--- src/rtl/mips_hazard_unit.sv ---
// mips_hazard_unit
//   Pipeline interlock for the MIPS32 pipeline. A shift-register scoreboard
//   follows every in-flight register writer from EX up to (but excluding) WB.
//   The ID-stage sources are compared against it to decide whether the ID
//   instruction may issue this edge.
//
//   Optional feature macro: MIPS_HAZ_FWD_EN
//     defined   - only load-use on sb[0] interlocks; other matches are
//                 resolved through registered forwarding selects.
//     undefined - any match interlocks; fwd_a / fwd_b are tied to 0.
//
//   Parameters: REG_AW (register address width), DEPTH (tracked stages,
//   2..4), CNT_W (stall counter width), FS_W (derived select width).
//
//   Ports:
//     clk, rst_n                  clock, asynchronous active-low reset
//     id_valid                    ID holds a live instruction
//     id_rs, id_rt                source registers of the ID instruction
//     id_use_rs, id_use_rt        the instruction really reads rs / rt
//     id_wr, id_rd, id_load       destination info of the ID instruction
//     br_taken                    branch in EX resolved taken
//     id_ready                    ID instruction issues to EX at this edge
//     stall                       hold PC and IF_ID
//     flush                       clear IF_ID, bubble into ID_EX
//     fwd_a, fwd_b                EX operand source (0 = ID_EX, k = stage k)
//     busy                        any scoreboard entry valid
//     stall_cnt                   saturating count of stall cycles
module mips_hazard_unit #(
  parameter int REG_AW = 5,
  parameter int DEPTH  = 2,
  parameter int CNT_W  = 16,
  localparam int FS_W  = $clog2(DEPTH + 1)
) (
  input  logic              clk,
  input  logic              rst_n,
  input  logic              id_valid,
  input  logic [REG_AW-1:0] id_rs,
  input  logic [REG_AW-1:0] id_rt,
  input  logic              id_use_rs,
  input  logic              id_use_rt,
  input  logic              id_wr,
  input  logic [REG_AW-1:0] id_rd,
  input  logic              id_load,
  input  logic              br_taken,
  output logic              id_ready,
  output logic              stall,
  output logic              flush,
  output logic [FS_W-1:0]   fwd_a,
  output logic [FS_W-1:0]   fwd_b,
  output logic              busy,
  output logic [CNT_W-1:0]  stall_cnt
);

  // Scoreboard: index 0 is the instruction in EX, index i is i stages beyond.
  logic [DEPTH-1:0]  sb_v_reg;
  logic [REG_AW-1:0] sb_rd_reg [DEPTH];

  logic [DEPTH-1:0]  match_a;
  logic [DEPTH-1:0]  match_b;
  logic              rs_live;
  logic              rt_live;
  logic              hazard;
  logic              issue_wr;
  logic [CNT_W-1:0]  stall_cnt_reg;

  // Register 0 is hard-wired to zero, so it never creates a dependency.
  assign rs_live = id_valid & id_use_rs & (id_rs != '0);
  assign rt_live = id_valid & id_use_rt & (id_rt != '0);

  generate
    for (genvar gi = 0; gi < DEPTH; gi++) begin : g_match
      assign match_a[gi] = rs_live & sb_v_reg[gi] & (sb_rd_reg[gi] == id_rs);
      assign match_b[gi] = rt_live & sb_v_reg[gi] & (sb_rd_reg[gi] == id_rt);
    end
  endgenerate

`ifdef MIPS_HAZ_FWD_EN
  // Only the load flag of the EX entry is ever consulted: a load that has
  // moved past EX can be forwarded from its later stage, so it is kept for
  // sb[0] alone.
  logic ld0_reg;
  assign hazard = (match_a[0] | match_b[0]) & ld0_reg;
`else
  logic unused_load;
  assign unused_load = id_load;
  assign hazard = (|match_a) | (|match_b);
`endif

  assign id_ready = id_valid & ~br_taken & ~hazard;
  assign stall    = id_valid & ~id_ready & ~br_taken;
  assign flush    = br_taken;
  assign busy     = |sb_v_reg;
  assign issue_wr = id_ready & id_wr & (id_rd != '0);

  // A blocked or killed instruction inserts a bubble while older writers keep
  // advancing, so every hazard drains by shifting alone.
  always_ff @(posedge clk or negedge rst_n) begin
    if (!rst_n) begin
      sb_v_reg <= '0;
      for (int i = 0; i < DEPTH; i++) begin
        sb_rd_reg[i] <= '0;
      end
    end else begin
      sb_v_reg <= {sb_v_reg[DEPTH-2:0], issue_wr};
      for (int i = DEPTH - 1; i > 0; i--) begin
        sb_rd_reg[i] <= sb_rd_reg[i-1];
      end
      sb_rd_reg[0] <= issue_wr ? id_rd : '0;
    end
  end

`ifdef MIPS_HAZ_FWD_EN
  logic [FS_W-1:0] fwd_a_next;
  logic [FS_W-1:0] fwd_b_next;
  logic [FS_W-1:0] fwd_a_reg;
  logic [FS_W-1:0] fwd_b_reg;

  // Youngest producer wins: scan oldest to youngest so the lowest index
  // overwrites any older match.
  always_comb begin
    fwd_a_next = '0;
    fwd_b_next = '0;
    for (int j = DEPTH - 1; j >= 0; j--) begin
      if (match_a[j]) fwd_a_next = FS_W'(j + 1);
      if (match_b[j]) fwd_b_next = FS_W'(j + 1);
    end
  end

  always_ff @(posedge clk or negedge rst_n) begin
    if (!rst_n) begin
      ld0_reg   <= 1'b0;
      fwd_a_reg <= '0;
      fwd_b_reg <= '0;
    end else begin
      ld0_reg   <= issue_wr & id_load;
      fwd_a_reg <= id_ready ? fwd_a_next : '0;
      fwd_b_reg <= id_ready ? fwd_b_next : '0;
    end
  end

  assign fwd_a = fwd_a_reg;
  assign fwd_b = fwd_b_reg;
`else
  assign fwd_a = '0;
  assign fwd_b = '0;
`endif

  always_ff @(posedge clk or negedge rst_n) begin
    if (!rst_n) begin
      stall_cnt_reg <= '0;
    end else if (stall && (stall_cnt_reg != '1)) begin
      stall_cnt_reg <= stall_cnt_reg + 1'b1;
    end
  end

  assign stall_cnt = stall_cnt_reg;

endmodule

--- config.mk ---
export PLATFORM = sky130hd
export DESIGN_NAME = mips_hazard_unit
export DESIGN_NICKNAME = d
export VERILOG_FILES = /design/src/rtl/mips_hazard_unit.sv
export SDC_FILE = /design/constraint.sdc
export NUM_CORES = 1
export LEC_CHECK = 0
export CAP_MARGIN = 20
export CORE_ASPECT_RATIO = 0.9
export CORE_MARGIN = 1
export CORE_UTILIZATION = 38
export DETAILED_ROUTE_END_ITERATION = 16
export GPL_TIMING_DRIVEN = 0
export PLACE_DENSITY = 0.68
export SYNTH_ARGS = -nofsm -noshare
export SYNTH_HDL_FRONTEND = slang
export SYNTH_SLANG_ARGS = --single-unit
--- constraint.sdc ---
create_clock -name clk -period 5.3 [get_ports clk]
set_clock_uncertainty 0.05 [all_clocks]
set_input_delay 1.325 -clock clk [delete_from_list [all_inputs] [get_ports clk]]
set_output_delay 1.325 -clock clk [all_outputs]
set_load 0.02 [all_outputs]
Yosys cells after proc, flatten, opt, wreduce, memory -nomap -nowiden. Index checks and enable logic that the tools add are counted.

Bits in registers: 28. Logic and storage cells: 40.

$add $sub $neg: 1. Equal/unequal tests: 5. Multiplexer cells: 1. Bitwise logic cells: 22. Reductions and logical operators: 7.

Operator list (count): 5-bit == test (4); 1-bit bitwise AND (18); 16-bit by 1-bit adder with 16-bit output, second input constant (1); 16-bit != test, second input constant (1); 5-bit nonzero test (3); 2-bit OR reduction (3); 5-bit 2-to-1 mux (1); 1-bit inverter (3); 1-bit logical AND (1); 1-bit bitwise OR (1).

Logic depth before layout (Yosys ltp).
Depth after elaboration: 12. Gate-level depth with buffers: 8. Mapped depth without buffers: 7.

Worst setup path before layout. No wires, ideal clock.

Path type: input -> output. Start point: input port id_rt[0]. End point: output port id_ready. Arrival: 2635 ps. Data required time: 3925 ps. Path slack: 1290 ps. Stages on the path: 4. Path through: or4_1 -> o21a_1 -> a22oi_2 -> nor2b_1.

Word-level cells in the longest chain between the ends: 8. Elaborated cells between the ends (all ways): 12. Those cells by class: eq/ne (2); bitwise (8); reduce/logical (2).

Ends and longest elaborated chain: from (decl) (RTL line 38) `input logic [REG_AW-1:0] id_rt,`; 5-bit nonzero test (RTL line 68) `assign rt_live = id_valid & id_use_rt & (id_rt != '0);`; 1-bit bitwise AND (RTL line 68); 1-bit bitwise AND (2 in series) (RTL line 73) `assign match_b[gi] = rt_live & sb_v_reg[gi] & (sb_rd_reg[gi] == id_rt);`; 2-bit OR reduction * (RTL line 86) `assign hazard = (|match_a) | (|match_b);`; 1-bit bitwise OR * (RTL line 86); 1-bit inverter * (RTL line 89) `assign id_ready = id_valid & ~br_taken & ~hazard;`; 1-bit bitwise AND * (RTL line 89); to (decl) (RTL line 45) `output logic id_ready,`.

Every way passes the cells marked *; elsewhere a longest branch is shown, timed or not.

Worst setup path in the final report. Same ends and word-level chain as after synthesis.

==> results.md <==
* Status: finished clean
* Seq/Total Area, Yosys at 47.2%
* Yosys top cell by area: dfrtp_1
* Worst path max stage delay at 630 ps
* Initial Util at 39.8%
* Initial drt markers at 61
* Post-synth EDFFs at 0
* Post-route ant nets at 0
* Most used DFF post-synth: dfrtp_1
* CP arrival at 3700 ps
* Worst setup margin at 229 ps
* Slew HR at 66.0%
* First-pass GRT wire length at 4950 µm
* Final number of hold-violating endpoints at 0
* PostCTS Resize Cnt at 0
* Max reg flops at 16
* Yosys top cell area share at 47.2%
* Vias/cell at 5.00
* CTS max path bufs at 2
* CP most frequent cell: clkdlybuf4s50_1
* Reg2Reg Depth at 7
* CTS root buffer: clkbuf_8
* CTS Hold Buffers Added at 0
* GP Congestion at 0.838
* HPWL after detailed placement at 2450 µm
* GRT Resource Usage Total at 16.2%
* # nets final at 213
* WL/cell at 13.1 µm
* Setup slack at placement at 238 ps
* Worst R2R Setup Slack at 2920 ps
* Total of warnings raised by yosys at 0
* Critical path cell sequence: clkdlybuf4s50_1 -> or4_1 -> o21a_1 -> a22oi_2 -> nor2b_1 -> clkdlybuf4s50_1
* Clk slew on worst S/H paths at 90 ps
* Buf+Inv Stages, Crit Path at 2
* WHS Endpoint: sb_v_reg[1]
* Post-Synthesis Cell Area at 1490 µm²
* Launching point of the worst reg2reg path: stall_cnt[0]
* Clk_lat worst skew at 270 ps
* Avg Inst Size Synth at 10.7 µm²
* Antenna Cells at 0
* Final WL at 3060 µm
* Top Family by Delay on Critical Path: buffers and inverters
* Period utilization at 95.7%
* Pwr dens at 217 nW/µm²
* Final Setup Violations at 0
* Met3 WL at 146 µm
* DR pass1 iterations at 6
* Synth cell types at 32
* Crit path max fanout at 6
* Post-synth top cells: dfrtp_1 (28), xnor2_1 (23), nor2_1 (11), xor2_1 (11), nand2_1 (9)
* # IOs at 47
* Total CTS buffers at 3
* Finished Core Util at 55.3%
* Max rail drop VDD at 0.113 mV
* Number of synthesized register bits at 28
* Top sig layer: met4
* WHS Path Cells at 0
* Pleak at 0.878 nW
* TNS Setup at 0 ps
* Number of global-route vias before repair at 1094
* Finished Layout Cells at 234
* Hold crit path type: reg -> reg
* Kind of critical path: in -> out
* Crit start category: input port
* Die ar. at 4160 µm²
* DRT met1 WL at 1380 µm
* Setup bufs post-CTS at 0
* Die W at 67.9 µm
* Fill count at 330
* FP Rows at 21
* Beginning of the worst hold path: sb_v_reg[0]
* Die height at 61.3 µm
* Number of buffers added on ports at 41
* Largest net degree at the start of global routing at 23
* Max-cap viol count at 0
* F_max at 197 MHz
* Grt ovf at 0
* Slew @ Worst Pin at 497 ps
* Share of layout cells above drive strength 1 at 9.04%
* Core Region at 3730 µm²
* Slowest-stage cell, CP: clkdlybuf4s50_1
* Crit path required time at 3920 ps
* Slew Limit Fails at 0
* Met2 routed WL at 1480 µm
* RSZ-0062 raised after global routing: false
* Tmin final at 5070 ps
* P&R area growth vs syn at 38.9%
* Clock net sink count at 28
* Residual DRC at 0
* Terminus of the critical flop-to-flop path: stall_cnt[1]
* CTS tree: built
* Placed insts at 230
* Initial antenna violation count at 0
* Htree depth at 1
* Mapped Cells at 139
* Vias at 1169
* Most frequent cell after synthesis: dfrtp_1
* Asr flop ratio synth at 100%
* Crit path capture type: primary output
* Synth area leaders: dfrtp_1 (47%), xnor2_1 (14%), xor2_1 (6.5%)
==> cells by family (layout without fill, tap and decap cells) <==
| family | count (synthesis) | after routing | share of synthesized area, % |
|---|---|---|---|
| XOR/XNOR | 34 | 34 | 20.1 |
| AND/OR/NAND/NOR | 56 | 56 | 20.6 |
| other | 1 | 4 | 0.252 |
| adder cells (fa/ha/maj) | 1 | 1 | 0.842 |
| multiplexers | 2 | 2 | 1.77 |
| AO/OA/AOI/OAI | 10 | 10 | 5.81 |
| buffers and inverters | 7 | 53 | 3.54 |
| flip-flops | 28 | 28 | 47.2 |
==> area by class of cell <==
type,count,area [µm²],share of cell area [%]
multi-input cells,107,743,36.0
well taps,46,57.6,2.79
flip-flops and latches,28,701,34.0
plain buffers,6,48.8,2.37
inverters,1,3.75,0.182
clock buffers,3,41.3,2.00
clock inverters,1,30.0,1.46
repair buffers,42,438,21.2
==> worst register-to-register path, delay by kind of cell (launching register included) <==
kind	cells	cell delay [ps]
and+or+nand+nor	3	750
DFF	1	440
AOI/OAI and AO/OA	1	340
muxes	1	300
buffers and inverters	1	200
adders and majority gates	1	190
==> per-layer routing <==
metal / GRT usage (%) / up-vias
li1: - / 568
met1: 21.5 / 556
met2: 26.9 / 41
met3: 2.41 / 4
met4: 5.95 / 0
met5: 0 / -
==> where the power goes <==
part | internal (W) | leakage, nW | total (W) | switching [W]
registers | 0.000217 | 0.382 | 0.000221 | 0.00000422
clock network | 0.000101 | 0.0357 | 0.000167 | 0.0000659
logic | 0.0000342 | 0.461 | 0.0000596 | 0.0000254
total | 0.000352 | 0.878 | 0.000448 | 0.0000955
==> worst max-delay path by stage <==
stage | cells after the start | start | slack [ps] | end
after floorplan | 4 | id_rt[0] | 1290 | id_ready
after global placement | 6 | id_rt[0] | 250 | id_ready
after detailed placement | 6 | id_rt[0] | 240 | id_ready
after CTS | 6 | id_rt[0] | 220 | id_ready
after global routing | 6 | id_rt[0] | 140 | id_ready
final | 6 | id_rt[0] | 230 | id_ready
==> per-stage QoR <==
step / power [W] / hold WS [ps] / area, µm²
floorplan: 0.000251 / 337 / 1500
global placement: 0.000282 / 374 / 1960
detailed placement: 0.000285 / 382 / 1990
CTS: 0.000452 / 405 / 2060
global route: 0.000466 / 419 / 2060
finish: 0.000448 / 400 / 2060
==> layout by cell type (no fill, tap or decap), types with 2 or more instances in the layout <==
cell | Yosys | routed
xnor2_1 | 23 | 23
nand2b_1 | 3 | 3
buf_4 | 5 | 5
nor4_1 | 3 | 3
nor2_1 | 11 | 11
o22ai_1 | 2 | 2
nor3_1 | 2 | 2
clkbuf_8 | 0 | 3
and2_1 | 5 | 5
nand4_1 | 7 | 7
or4_1 | 3 | 3
conb_1 | 1 | 4
nand2_1 | 9 | 9
xor2_1 | 11 | 11
nand3_1 | 7 | 7
o21a_1 | 3 | 3
clkdlybuf4s50_1 | 0 | 41
dfrtp_1 | 28 | 28
Note: power is estimated with default switching activity, not from simulation.
